## config.mk

```make
export PLATFORM = sky130hd
export DESIGN_NAME = key_scan
export DESIGN_NICKNAME = d
export VERILOG_FILES = /design/src/rtl/key_scan.sv
export SDC_FILE = /design/constraint.sdc
export NUM_CORES = 1
export LEC_CHECK = 0
export CELL_PAD_IN_SITES_DETAIL_PLACEMENT = 1
export CELL_PAD_IN_SITES_GLOBAL_PLACEMENT = 2
export CORE_MARGIN = 4
export CORE_UTILIZATION = 40
export DETAILED_ROUTE_END_ITERATION = 8
export DONT_BUFFER_PORTS = 1
export GPL_ROUTABILITY_DRIVEN = 0
export GPL_TIMING_DRIVEN = 0
export PLACE_DENSITY_LB_ADDON = 0.1
export REMOVE_ABC_BUFFERS = 1
export SYNTH_ARGS = -nofsm -noshare
export SYNTH_HDL_FRONTEND = slang
export SYNTH_SLANG_ARGS = --single-unit
```

## constraint.sdc

```tcl
create_clock -name clk -period 2.68 [get_ports clk]
set_clock_uncertainty 0.15 [all_clocks]
set_input_delay 0.402 -clock clk [delete_from_list [all_inputs] [get_ports clk]]
set_output_delay 0.402 -clock clk [all_outputs]
set_load 0.1 [all_outputs]
```

## src/rtl/key_scan.sv

```systemverilog
// key_scan: two-key synchronise/debounce front end with press,
// long-press and auto-repeat events driving an 8-bit up/down value.
module key_scan #(
   parameter logic [31:0] DEBOUNCE_CNT = 32'd491520,
   parameter logic [31:0] LONG_CNT     = 32'd49152000,
   parameter logic [31:0] REPEAT_CNT   = 32'd4915200
) (
   input  logic       clk,
   input  logic       reset,
   input  logic       key1_n,
   input  logic       key2_n,
   output logic       key1_press,
   output logic       key2_press,
   output logic       key1_long,
   output logic       key2_long,
   output logic [1:0] key_state,
   output logic [7:0] count
);

   typedef enum logic [2:0] {
      IDLE,
      PRESS_DB,
      HELD,
      LONG_HELD,
      RELEASE_DB
   } state_t;

   logic [1:0] raw_n;
   logic [1:0] press;
   logic [1:0] long_ev;
   logic [1:0] held;

   assign raw_n = {key2_n, key1_n};

   for (genvar k = 0; k < 2; k++) begin : g_key
      logic        sync1;
      logic        sync2;
      state_t      state;
      state_t      state_nxt;
      logic [31:0] timer;
      logic [31:0] timer_nxt;
      logic        from_long;
      logic        from_long_nxt;
      logic        press_q;
      logic        press_nxt;
      logic        long_q;
      logic        long_nxt;
      logic        held_q;
      logic        held_nxt;

      always_ff @(posedge clk) begin
         if (reset) begin
            sync1     <= 1'b1;
            sync2     <= 1'b1;
            state     <= IDLE;
            timer     <= '0;
            from_long <= 1'b0;
            press_q   <= 1'b0;
            long_q    <= 1'b0;
            held_q    <= 1'b0;
         end else begin
            sync1     <= raw_n[k];
            sync2     <= sync1;
            state     <= state_nxt;
            timer     <= timer_nxt;
            from_long <= from_long_nxt;
            press_q   <= press_nxt;
            long_q    <= long_nxt;
            held_q    <= held_nxt;
         end
      end

      // sync2 high means released; every transition clears the timer
      always_comb begin
         state_nxt     = state;
         timer_nxt     = timer + 32'd1;
         from_long_nxt = from_long;
         press_nxt     = 1'b0;
         long_nxt      = 1'b0;
         unique case (state)
            IDLE: begin
               timer_nxt = '0;
               if (!sync2)
                  state_nxt = PRESS_DB;
            end
            PRESS_DB: begin
               if (sync2) begin
                  state_nxt = IDLE;
                  timer_nxt = '0;
               end else if (timer == DEBOUNCE_CNT - 32'd1) begin
                  state_nxt = HELD;
                  timer_nxt = '0;
                  press_nxt = 1'b1;
               end
            end
            HELD: begin
               if (sync2) begin
                  state_nxt     = RELEASE_DB;
                  timer_nxt     = '0;
                  from_long_nxt = 1'b0;
               end else if (timer == LONG_CNT - 32'd1) begin
                  state_nxt = LONG_HELD;
                  timer_nxt = '0;
                  long_nxt  = 1'b1;
               end
            end
            LONG_HELD: begin
               if (sync2) begin
                  state_nxt     = RELEASE_DB;
                  timer_nxt     = '0;
                  from_long_nxt = 1'b1;
               end else if (timer == REPEAT_CNT - 32'd1) begin
                  timer_nxt = '0;
                  press_nxt = 1'b1;
               end
            end
            RELEASE_DB: begin
               if (!sync2) begin
                  state_nxt = from_long ? LONG_HELD : HELD;
                  timer_nxt = '0;
               end else if (timer == DEBOUNCE_CNT - 32'd1) begin
                  state_nxt = IDLE;
                  timer_nxt = '0;
               end
            end
            default: begin
               state_nxt = IDLE;
               timer_nxt = '0;
            end
         endcase
         held_nxt = (state_nxt == HELD) ||
                    (state_nxt == LONG_HELD) ||
                    (state_nxt == RELEASE_DB);
      end

      assign press[k]   = press_q;
      assign long_ev[k] = long_q;
      assign held[k]    = held_q;
   end

   // simultaneous key1/key2 events cancel
   always_ff @(posedge clk) begin
      if (reset) begin
         count <= 8'd0;
      end else begin
         case (press)
            2'b01:   count <= count + 8'd1;
            2'b10:   count <= count - 8'd1;
            default: count <= count;
         endcase
      end
   end

   assign key1_press = press[0];
   assign key2_press = press[1];
   assign key1_long  = long_ev[0];
   assign key2_long  = long_ev[1];
   assign key_state  = held;

endmodule

```

==> results of run 1 <==
state kept, by name, summed over array words and instances, names as in the netlist:
name	cells
key1_press	1
key2_long	1
g_key.timer	64
g_key.sync2	2
g_key.state	6
key2_press	1
g_key.held_q	2
g_key.from_long	2
count	8
key1_long	1
g_key.sync1	2
layout by cell type, fill, tap and decap left out, types with 3 or more instances in the layout:
cell type  instances
nand3_1           29
nor3b_1            4
a22oi_1            4
buf_4              4
xnor2_1           15
nand2_1           29
a21oi_1           37
nor3_1            15
nand2b_1           3
a31oi_1            8
nand4_1           33
o21ai_0            9
a2111oi_0          3
or2_2              4
nor2b_1            5
and2_1             6
a211oi_1          28
nor4_1            10
xor2_1            42
and4_1             6
dfxtp_2            6
nor2_1            29
inv_1             12
or3_1              8
nor3_4             3
dfxtp_1           82
or4_4              3
and3_1            11
clkbuf_16          9
ha_1               8
nand3b_1           4
mux2i_1            4
worst max-delay path, cell delays in order, from the launching register on:
cell and delay [ns]:
dfxtp_4 0.54, ha_2 0.36, inv_1 0.09, fa_1 0.41, nor2b_1 0.17, o21ai_0 0.12
nor3b_1 0.16, or3_1 0.33, a21oi_1 0.15
layer usage:
| metal | vias up | wire length (um) | global-route usage, % |
|---|---|---|---|
| met5 | - | 0 | 0 |
| met4 | 0 | 108 | 4.18 |
| met3 | 5 | 339 | 5.13 |
| met2 | 30 | 5230 | 28.5 |
| met1 | 1916 | 5590 | 23.7 |
| li1 | 1959 | - | - |
logic make-up (layout without fill, tap and decap cells):
| kind of cell | after synthesis | after routing | share of synthesized area, % |
|---|---|---|---|
| fa+ha+maj | 10 | 10 | 2.82 |
| buf+inv | 46 | 34 | 4.69 |
| simple gates | 220 | 220 | 26.8 |
| flops | 90 | 90 | 38.4 |
| xor+xnor | 57 | 57 | 10.6 |
| compound gates | 110 | 110 | 15.3 |
| mux | 6 | 6 | 1.33 |
layout make-up:
type	instances	area, sq um
tap	143	179
fill	1335	6290
sequential	90	1820
multi-input combinational	403	2750
clock buffer	11	243
clock inverter	1	5.00
timing repair buffer	10	140
inverter	12	45.0
repair_timing:
action,4_1_cts,5_1_grt
setup buffers,3,2
endpoints found under the setup margin,70,67
pin swaps,2,1
endpoints found under the hold margin,13,1
hold buffers,1,1
gates resized for setup,12,12
power by group through the flow:
stage / logic [W] / clock network, W / registers [W]
detailed placement: 0.0000231 / 0 / 0.00138
finish: 0.0000326 / 0.00111 / 0.00135
CTS: 0.0000315 / 0.00116 / 0.00134
global route: 0.0000356 / 0.00123 / 0.00134
global placement: 0.0000176 / 0 / 0.00138
floorplan: 0.0000134 / 0 / 0.00137
worst max-delay path by stage:
| stage | to | slack (ns) | cells past startpoint |
|---|---|---|---|
| 2_1_floorplan | g_key[1].timer[3] | -0.60 | 6 |
| 3_3_place_gp | g_key[1].timer[9] | -2.00 | 6 |
| 3_5_place_dp | g_key[1].timer[6] | -0.60 | 7 |
| 4_1_cts | count[7] | 0.007 | 6 |
| 5_1_grt | g_key[0].timer[1] | 0.004 | 6 |
| 6_report | count[4] | 0.11 | 8 |
per-stage QoR:
stage	total power [W]	hold slack (ns)
finish	0.00249	0.0175
global route	0.00261	0.00115
CTS	0.00253	0.00310
detailed placement	0.00140	0.256
global placement	0.00139	0.250
floorplan	0.00139	0.239
==> reports/qor.yml, run 1 <==
floorplan:
  ioPinCount: 18
  core_sq_um: 11500
  start_util_pct: 41.0
  die_area_sq_um: 13500
  num_rows: 39
  die_height_um: 116
  die_w_um: 116
placement:
  dp_slack_ns: -0.598
  placed_area_sq_um: 4780
  port_buffers: 0
  dp_hpwl_mm: 7.72
  dp_cells: 651
synthesis:
  synth.largest_area_cell: "dfxtp_1"
  ys_top_cells_by_count: "90 x dfxtp_1, 42 x xor2_1, 38 x a21oi_1"
  yosysSeqAreaShare_pct: 38.4
  synth_cells: 539
  synth_top_cell_area_share_pct: 38.4
  synth_area_sq_um: 4700
  synth_area_leaders: "dfxtp_1 38%, xor2_1 7.8%, a211oi_1 4.5%"
  ys_async_sr_fraction_pct: 0
  syn_avg_cell_area_sq_um: 8.71
  synth_most_common_cell: "dfxtp_1"
  synth_top_flop_cell: "dfxtp_1"
  yosysWarnings: 0
  synth_seq_cells: 90
  synth_cell_types: 61
  synth_edf_count: 0
drt:
  via_per_inst: 5.84
  totalWireLength_mm: 11.3
  wire_per_inst_um: 16.8
  first_pass_iters: 4
  num_vias: 3910
  antenna_left: 0
  drt_iter0_drc: 198
  drc: 0
critical_path:
  crit_fanout: 8
  crit_start: "key2_press"
  endpoint_kind: "register"
  crit_type: "reg2reg"
  r2r_start: "key2_press"
  worstPathRequired_ns: 2.79
  start_kind: "register"
  rr_worst_depth: 8
  cp.arrival_ns: 2.67
  r2r-end: "count[4]"
  rrSetupSlack_ns: 0.11
timing:
  slew-limit-headroom_pct: 32.5
  slew_viol_final: 0
  fin_crit_ns: 2.57
  tns_ns: 0
  fmax_mhz: 390
  finalSetupViolCount: 0
  worstMarginPinSlew_ns: 1.01
  worst_slack_ns: 0.115
  hold_viol: 0
  rsz0062_at_grt: "no"
  final.period_utilization_pct: 95.7
global_route:
  antenna_found_initial: 0
  grt_pass1_vias: 3876
  grt_pass1_wl_mm: 19.2
  grt_max_degree: 33
  grt_usage_pct: 17.8
  gr-total-overflow: 0
run:
  drv_cap: 0
cells_and_area:
  stdcell_area_sq_um: 5170
  drive_gt1_share_pct: 10.4
  area_growth_pct: 10.1
  fin_cells: 670
  final_core_util_pct: 45.1
  final_nets: 540
  antenna_cells: 0
power_and_ir_drop:
  comb_power_share_pct: 1.3
  power_frac_clock_pct: 44.7
  p_leak_nw: 1.63
  ir_drop_uv: 554
  switchingPower_w: 0.000504
  seqPwrFrac_pct: 54.0
  switching_share_pct: 20.2
  power.internal_w: 0.00199
  power.density_nw_per_um2: 481
clocking:
  root_buffer: "clkbuf_16"
  cts_tree: "built"
  cts_max_level: 3
  clk_latency_ns: 0.34
  cts_buffer_depth: 2
  cts_buffers: 9
  cts.sinks: 90
  path_clk_slew_ns: 0.06
min_path:
  min_path_type: "in2reg"
  hold_end: "g_key[0].sync1"
  worstHoldStart: "key1_n"
  holdPathStages: 1
run_status:
  status: "finished clean"
Note: power is estimated with default switching activity, not from simulation.
==> inputs of run 2 (changes only) <==
--- a/config.mk
+++ b/config.mk
@@ -8,13 +8,14 @@
 export CELL_PAD_IN_SITES_DETAIL_PLACEMENT = 1
 export CELL_PAD_IN_SITES_GLOBAL_PLACEMENT = 2
 export CORE_MARGIN = 4
-export CORE_UTILIZATION = 40
+export CORE_UTILIZATION = 36
 export DETAILED_ROUTE_END_ITERATION = 8
 export DONT_BUFFER_PORTS = 1
 export GPL_ROUTABILITY_DRIVEN = 0
 export GPL_TIMING_DRIVEN = 0
 export PLACE_DENSITY_LB_ADDON = 0.1
 export REMOVE_ABC_BUFFERS = 1
+export SLEW_MARGIN = 10
 export SYNTH_ARGS = -nofsm -noshare
 export SYNTH_HDL_FRONTEND = slang
 export SYNTH_SLANG_ARGS = --single-unit
==> constraint.sdc (replaced) <==
create_clock -name clk -period 2.2 [get_ports clk]
set_clock_uncertainty 0.15 [all_clocks]
set_input_delay 0.33 -clock clk [delete_from_list [all_inputs] [get_ports clk]]
set_output_delay 0.33 -clock clk [all_outputs]
set_load 0.1 [all_outputs]
==> reports/qor.yml, run 2 (synthesis results as in run 1) <==
run_status:
  status: "complete, but fails checks"
  failed_checks: "setup timing"
cells_and_area:
  final_common_cell: "dfxtp_1"
  final_nets: 567  # +5.0%
  antenna_cells: 0  # unchanged
  largest-register: "g_key.timer"
  area_growth_pct: 24.9
  reg.largest.list: "g_key.timer: 64 flops, count: 8 flops, g_key.state: 6 flops"
  largest_reg_flops: 64  # unchanged
  final_cell_mix: "70 x dfxtp_1, 42 x xor2_1, 33 x nand4_1"
  drive_gt1_share_pct: 28.1  # +18 points
  fillers: 1463  # +9.6%
  fin_cells: 728  # +8.7%
placement:
  dp_slack_ns: -1.08  # -0.482 ns
  dp_hpwl_mm: 7.91  # +2.4%
  dp_cells: 680  # +4.5%
  port_buffers: 0  # unchanged
critical_path:
  cp_top_family: "compound AO/OA/AOI/OAI gates"
  crit_fanout: 8  # unchanged
  cp.buffers_inverters: 0  # -1
  cpMaxStageDelayCell: "dfxtp_4"
  crit_chain: "ha_4 > ha_4 > a21oi_4 > o2111ai_4 > a211oi_2 > a31oi_2 > mux2_4"
  rrSetupSlack_ns: -0.16  # -0.28 ns
  start_kind: "register"
  worstPathRequired_ns: 2.28  # -0.51 ns
  crit_top_cell: "ha_4"
  crit_type: "reg2reg"
  endpoint_kind: "register"
  cp.arrival_ns: 2.44  # -0.23 ns
  cpPeakStageDelay_ns: 0.55  # about the same
drt:
  wire_per_inst_um: 18.0  # +7.2%
  drt_iter0_drc: 146  # -26%
  num_vias: 4120  # +5.4%
  first_pass_iters: 4  # unchanged
  drc: 0  # unchanged
  totalWireLength_mm: 13.1  # +17%
  via_per_inst: 5.66  # -3.0%
  antenna_left: 0  # unchanged
power_and_ir_drop:
  p_leak_nw: 1.80  # +10%
  switching_share_pct: 20.7  # +0.50 points
  ir_drop_uv: 373  # -33%
  power_frac_clock_pct: 45.2  # +0.5 points
  seqPwrFrac_pct: 53.3  # -0.7 points
  power.density_nw_per_um2: 524  # +8.8%
  power.internal_w: 0.00243  # +23%
  switchingPower_w: 0.000637  # +26%
  comb_power_share_pct: 1.4  # about the same
floorplan:
  die_w_um: 122  # +5.0%
  die_area_sq_um: 14900  # +10%
  num_rows: 41  # +5.1%
  ioPinCount: 18  # unchanged
  die_height_um: 122  # +5.0%
  start_util_pct: 36.9  # -4.0 points
  core_sq_um: 12700  # +11%
clocking:
  root_buffer: "clkbuf_16"
  path_clk_slew_ns: 0.06  # about the same
  cts_buffers: 9  # unchanged
  cts_max_level: 3  # unchanged
  cts_tree: "built"
  cts_buffer_depth: 2  # unchanged
  cts.sinks: 90  # unchanged
  clk_latency_ns: 0.35  # about the same
global_route:
  grt_pass1_vias: 4209  # +8.6%
  grt_max_degree: 19  # -42%
  grt_pass1_wl_mm: 21.2  # +10%
  gr-total-overflow: 0  # unchanged
  antenna_found_initial: 0  # unchanged
  grt_usage_pct: 17.9  # +0.11 points
timing:
  worst_slack_ns: -0.162  # -0.277 ns
  hold_viol: 0  # unchanged
  tns_ns: -3.21  # -3.21 ns
  rsz0062_at_grt: "yes"
  slew_viol_final: 0  # unchanged
  finalSetupViolCount: 37  # +37
  fin_crit_ns: 2.36  # -0.203 ns
  fmax_mhz: 423  # +8.6%
  final.period_utilization_pct: 107  # +12 points
  worstMarginPinSlew_ns: 0.983  # -0.0279 ns
  slew-limit-headroom_pct: 34.4  # +1.9 points
run:
  drv_cap: 0  # unchanged
min_path:
  min_path_type: "in2reg"
==> run 2: power groups by stage <==
stage	Clock [W]	Combinational (W)	Sequential [W]
floorplan	0	0.0000164	0.00167
global placement	0	0.0000219	0.00168
detailed placement	0	0.0000249	0.00168
CTS	0.00144	0.0000396	0.00164
global route	0.00151	0.0000480	0.00164
finish	0.00139	0.0000442	0.00164
==> run 2: timing repair <==
action                                  4_1_cts  5_1_grt
hold endpoints to repair                     18        0
endpoints found under the setup margin       79       74
hold buffers                                  3        0
gates resized for setup                      86       46
pin swaps                                    20       18
setup buffers                                20        7
cloned                                        5        2
==> run 2: final timing paths <==
kind / from / end / depth (start not counted)
worst max-delay path: key2_press / count[7] / 7
worst min register to register: g_key[0].sync1 / g_key[0].sync2 / 1
worst max register to register: key2_press / count[7] / 7
worst min-delay path: reset / g_key[0].held_q / 2
==> run 2: routing by layer <==
metal	up-vias	share of wire, %	track usage, %
met2	32	47	29.2
met5	-	0	0
li1	2024	-	-
met3	6	2.7	4.98
met1	2058	50	23.7
met4	0	0.85	3.64
==> run 2: per-stage QoR <==
step                total power (W)  hold slack, ns  util, %  area, sq um
floorplan                   0.00169           0.239        -         4520
global placement            0.00170           0.250     37.2         4740
detailed placement          0.00170           0.257     37.6         4790
CTS                         0.00312         0.00360     44.1         5620
global route                0.00320         0.00724     46.1         5860
finish                      0.00307          0.0178     46.1         5860
==> run 2: final cells by class <==
type	count	area [sq um]	area share [%]
inverters	12	47.5	0.811
repair buffers	33	300	5.12
multi-input cells	407	3210	54.7
flip-flops and latches	90	1840	31.3
clock buffers	14	254	4.33
well taps	172	215	3.67
==> inputs of run 3 (changes only) <==
==> config.mk (replaced) <==
export PLATFORM = sky130hd
export DESIGN_NAME = key_scan
export DESIGN_NICKNAME = d
export VERILOG_FILES = /design/src/rtl/key_scan.sv
export SDC_FILE = /design/constraint.sdc
export NUM_CORES = 1
export LEC_CHECK = 0
export CORE_MARGIN = 4
export CORE_UTILIZATION = 45
export DETAILED_ROUTE_END_ITERATION = 8
export DONT_BUFFER_PORTS = 1
export GPL_ROUTABILITY_DRIVEN = 0
export GPL_TIMING_DRIVEN = 0
export REMOVE_ABC_BUFFERS = 1
export SLEW_MARGIN = 10
export SYNTH_ARGS = -nofsm -noshare
export SYNTH_HDL_FRONTEND = slang
export SYNTH_SLANG_ARGS = --single-unit
==> reports/qor.yml, run 3 (synthesis results as in run 1) <==
run_status:
  status: "complete, but fails checks"
  failed_checks: "setup timing"
global_route:
  grt_pass1_wl_mm: 19.2  # -9.1%
  grt_usage_pct: 19.7  # +1.8 points
  gr-total-overflow: 0  # unchanged
  grt_max_degree: 21  # +2
  grt_pass1_vias: 3964  # -5.8%
  antenna_found_initial: 0  # unchanged
clocking:
  cts_max_level: 3  # unchanged
  root_buffer: "clkbuf_8"
  clk_latency_ns: 0.36  # about the same
  cts_buffer_depth: 2  # unchanged
  cts_buffers: 9  # unchanged
  path_clk_slew_ns: 0.09  # +0.03 ns
  cts_tree: "built"
  cts.sinks: 90  # unchanged
cells_and_area:
  fin_cells: 689  # -5.4%
  drive_gt1_share_pct: 28.4  # +0.33 points
  stdcell_area_sq_um: 5740  # -2.1%
  final_core_util_pct: 56.1  # +10 points
  final_nets: 562  # -0.88%
  area_growth_pct: 22.2
  largest_reg_flops: 64  # unchanged
  final_common_cell: "dfxtp_1"
  reg.largest.list: "g_key.timer: 64 flops, count: 8 flops, g_key.state: 6 flops"
  largest-register: "g_key.timer"
  antenna_cells: 0  # unchanged
  final_cell_mix: "69 x dfxtp_1, 42 x xor2_1, 33 x nand4_1"
timing:
  slew-limit-headroom_pct: 33.3  # -1.1 points
  slew_viol_final: 0  # unchanged
  fmax_mhz: 414  # -2.3%
  fin_crit_ns: 2.42  # +0.0546 ns
  worst_slack_ns: -0.217  # -0.0546 ns
  hold_viol: 0  # unchanged
  rsz0062_at_grt: "yes"
  final.period_utilization_pct: 110  # +2.5 points
  finalSetupViolCount: 36  # -2.7%
  worstMarginPinSlew_ns: 1.00  # +0.0165 ns
  tns_ns: -2.67  # +0.542 ns
floorplan:
  die_height_um: 110  # -9.9%
  die_area_sq_um: 12100  # -19%
  num_rows: 37  # -9.8%
  start_util_pct: 45.9  # +9.0 points
  core_sq_um: 10200  # -20%
  die_w_um: 110  # -9.9%
  ioPinCount: 18  # unchanged
critical_path:
  endpoint_kind: "register"
  cpMaxStageDelayCell: "dfxtp_4"
  cp.buffers_inverters: 2  # +2
  crit_top_cell: "ha_4"
  cp_top_family: "flip-flops"
  crit_fanout: 8  # unchanged
  start_kind: "register"
  crit_type: "reg2reg"
  cpPeakStageDelay_ns: 0.57  # +0.02 ns
  crit_chain: "inv_4 > ha_4 > buf_6 > ha_4 > nor3_2 > nor2_1 > a211oi_1 > a31oi_1 > mux2_2"
  worstPathRequired_ns: 2.30  # +0.02 ns
  cp.arrival_ns: 2.52  # +0.08 ns
power_and_ir_drop:
  power.density_nw_per_um2: 508  # -3.0%
  fin_total_pwr_w: 0.00292  # -5.0%
  ir_drop_uv: 279  # -25%
  p_leak_nw: 1.77  # -1.7%
run:
  drv_cap: 0  # unchanged
drt:
  drt_iter0_drc: 289  # +98%
  antenna_left: 0  # unchanged
  totalWireLength_mm: 11.3  # -14%
  drc: 0  # unchanged
  num_vias: 4105  # -0.36%
  wire_per_inst_um: 16.4  # -9.0%
  via_per_inst: 5.96  # +5.3%
  first_pass_iters: 4  # unchanged
placement:
  dp_hpwl_mm: 6.68  # -15%
  placed_area_sq_um: 4760  # -0.68%
  port_buffers: 0  # unchanged
  dp_cells: 644  # -5.3%
min_path:
  min_path_type: "in2reg"
run 3: cell count changes in the layout (fill, tap and decap cells not counted), moves of 3 or more:
cell / before / now
a21oi_1: 10 / 7
a21oi_2: 26 / 29
buf_16: 0 / 3
buf_4: 19 / 16
clkbuf_1: 4 / 0
clkbuf_16: 9 / 0
clkbuf_8: 1 / 13
run 3: per-stage QoR:
stage | worst slack (ns) | hold slack [ns]
after global placement | -2.27 | 0.250
after global routing | -0.234 | 0.00936
final | -0.217 | 0.0157
after floorplan | -1.08 | 0.239
after detailed placement | -0.986 | 0.252
after CTS | -0.178 | 0.00229
run 3: area by class of cell:
cell class,instances,area [sq um]
tap,136,170
multi-input combinational,407,3150
timing repair buffer,28,313
inverter,12,50.0
sequential,90,1840
clock inverter,3,45.0
clock buffer,13,179
fill,923,4490
run 3: repair_timing:
| action | in CTS | in global routing |
|---|---|---|
| pin swaps | 21 | 15 |
| setup buffers | 13 | 7 |
| hold buffers | 3 | 0 |
| hold endpoints to repair | 19 | 0 |
| setup endpoints to repair | 79 | 74 |
| gates resized for setup | 90 | 36 |
| gates cloned | 6 | 0 |
run 3: worst paths after layout:
check	from	endpoint	slack, ns	cells past startpoint
worst max register to register	key1_press	count[7]	-0.22	9
worst max-delay path	key1_press	count[7]	-0.22	9
worst min-delay path	reset	g_key[0].state[1]	0.02	3
worst min register to register	g_key[0].sync1	g_key[0].sync2	0.28	1
run 3: where the power goes:
part | total [W] | switching [W] | internal (W)
sequential | 0.00163 | 0.00000735 | 0.00163
clock | 0.00124 | 0.000592 | 0.000650
combinational | 0.0000400 | 0.0000233 | 0.0000167
run 3: per-layer routing:
| layer | wire length [um] | track usage, % | up-vias |
|---|---|---|---|
| met3 | 448 | 4.02 | 12 |
| met5 | 0 | 0 | - |
| met4 | 163 | 6.86 | 0 |
| met2 | 5150 | 30.5 | 78 |
| li1 | - | - | 2012 |
| met1 | 5540 | 27.2 | 2003 |
run 3: tightest hold or removal path, delay by kind of cell:
kind	cells	cell delay, ns
simple gates	2	0.13
compound gates	1	0.04
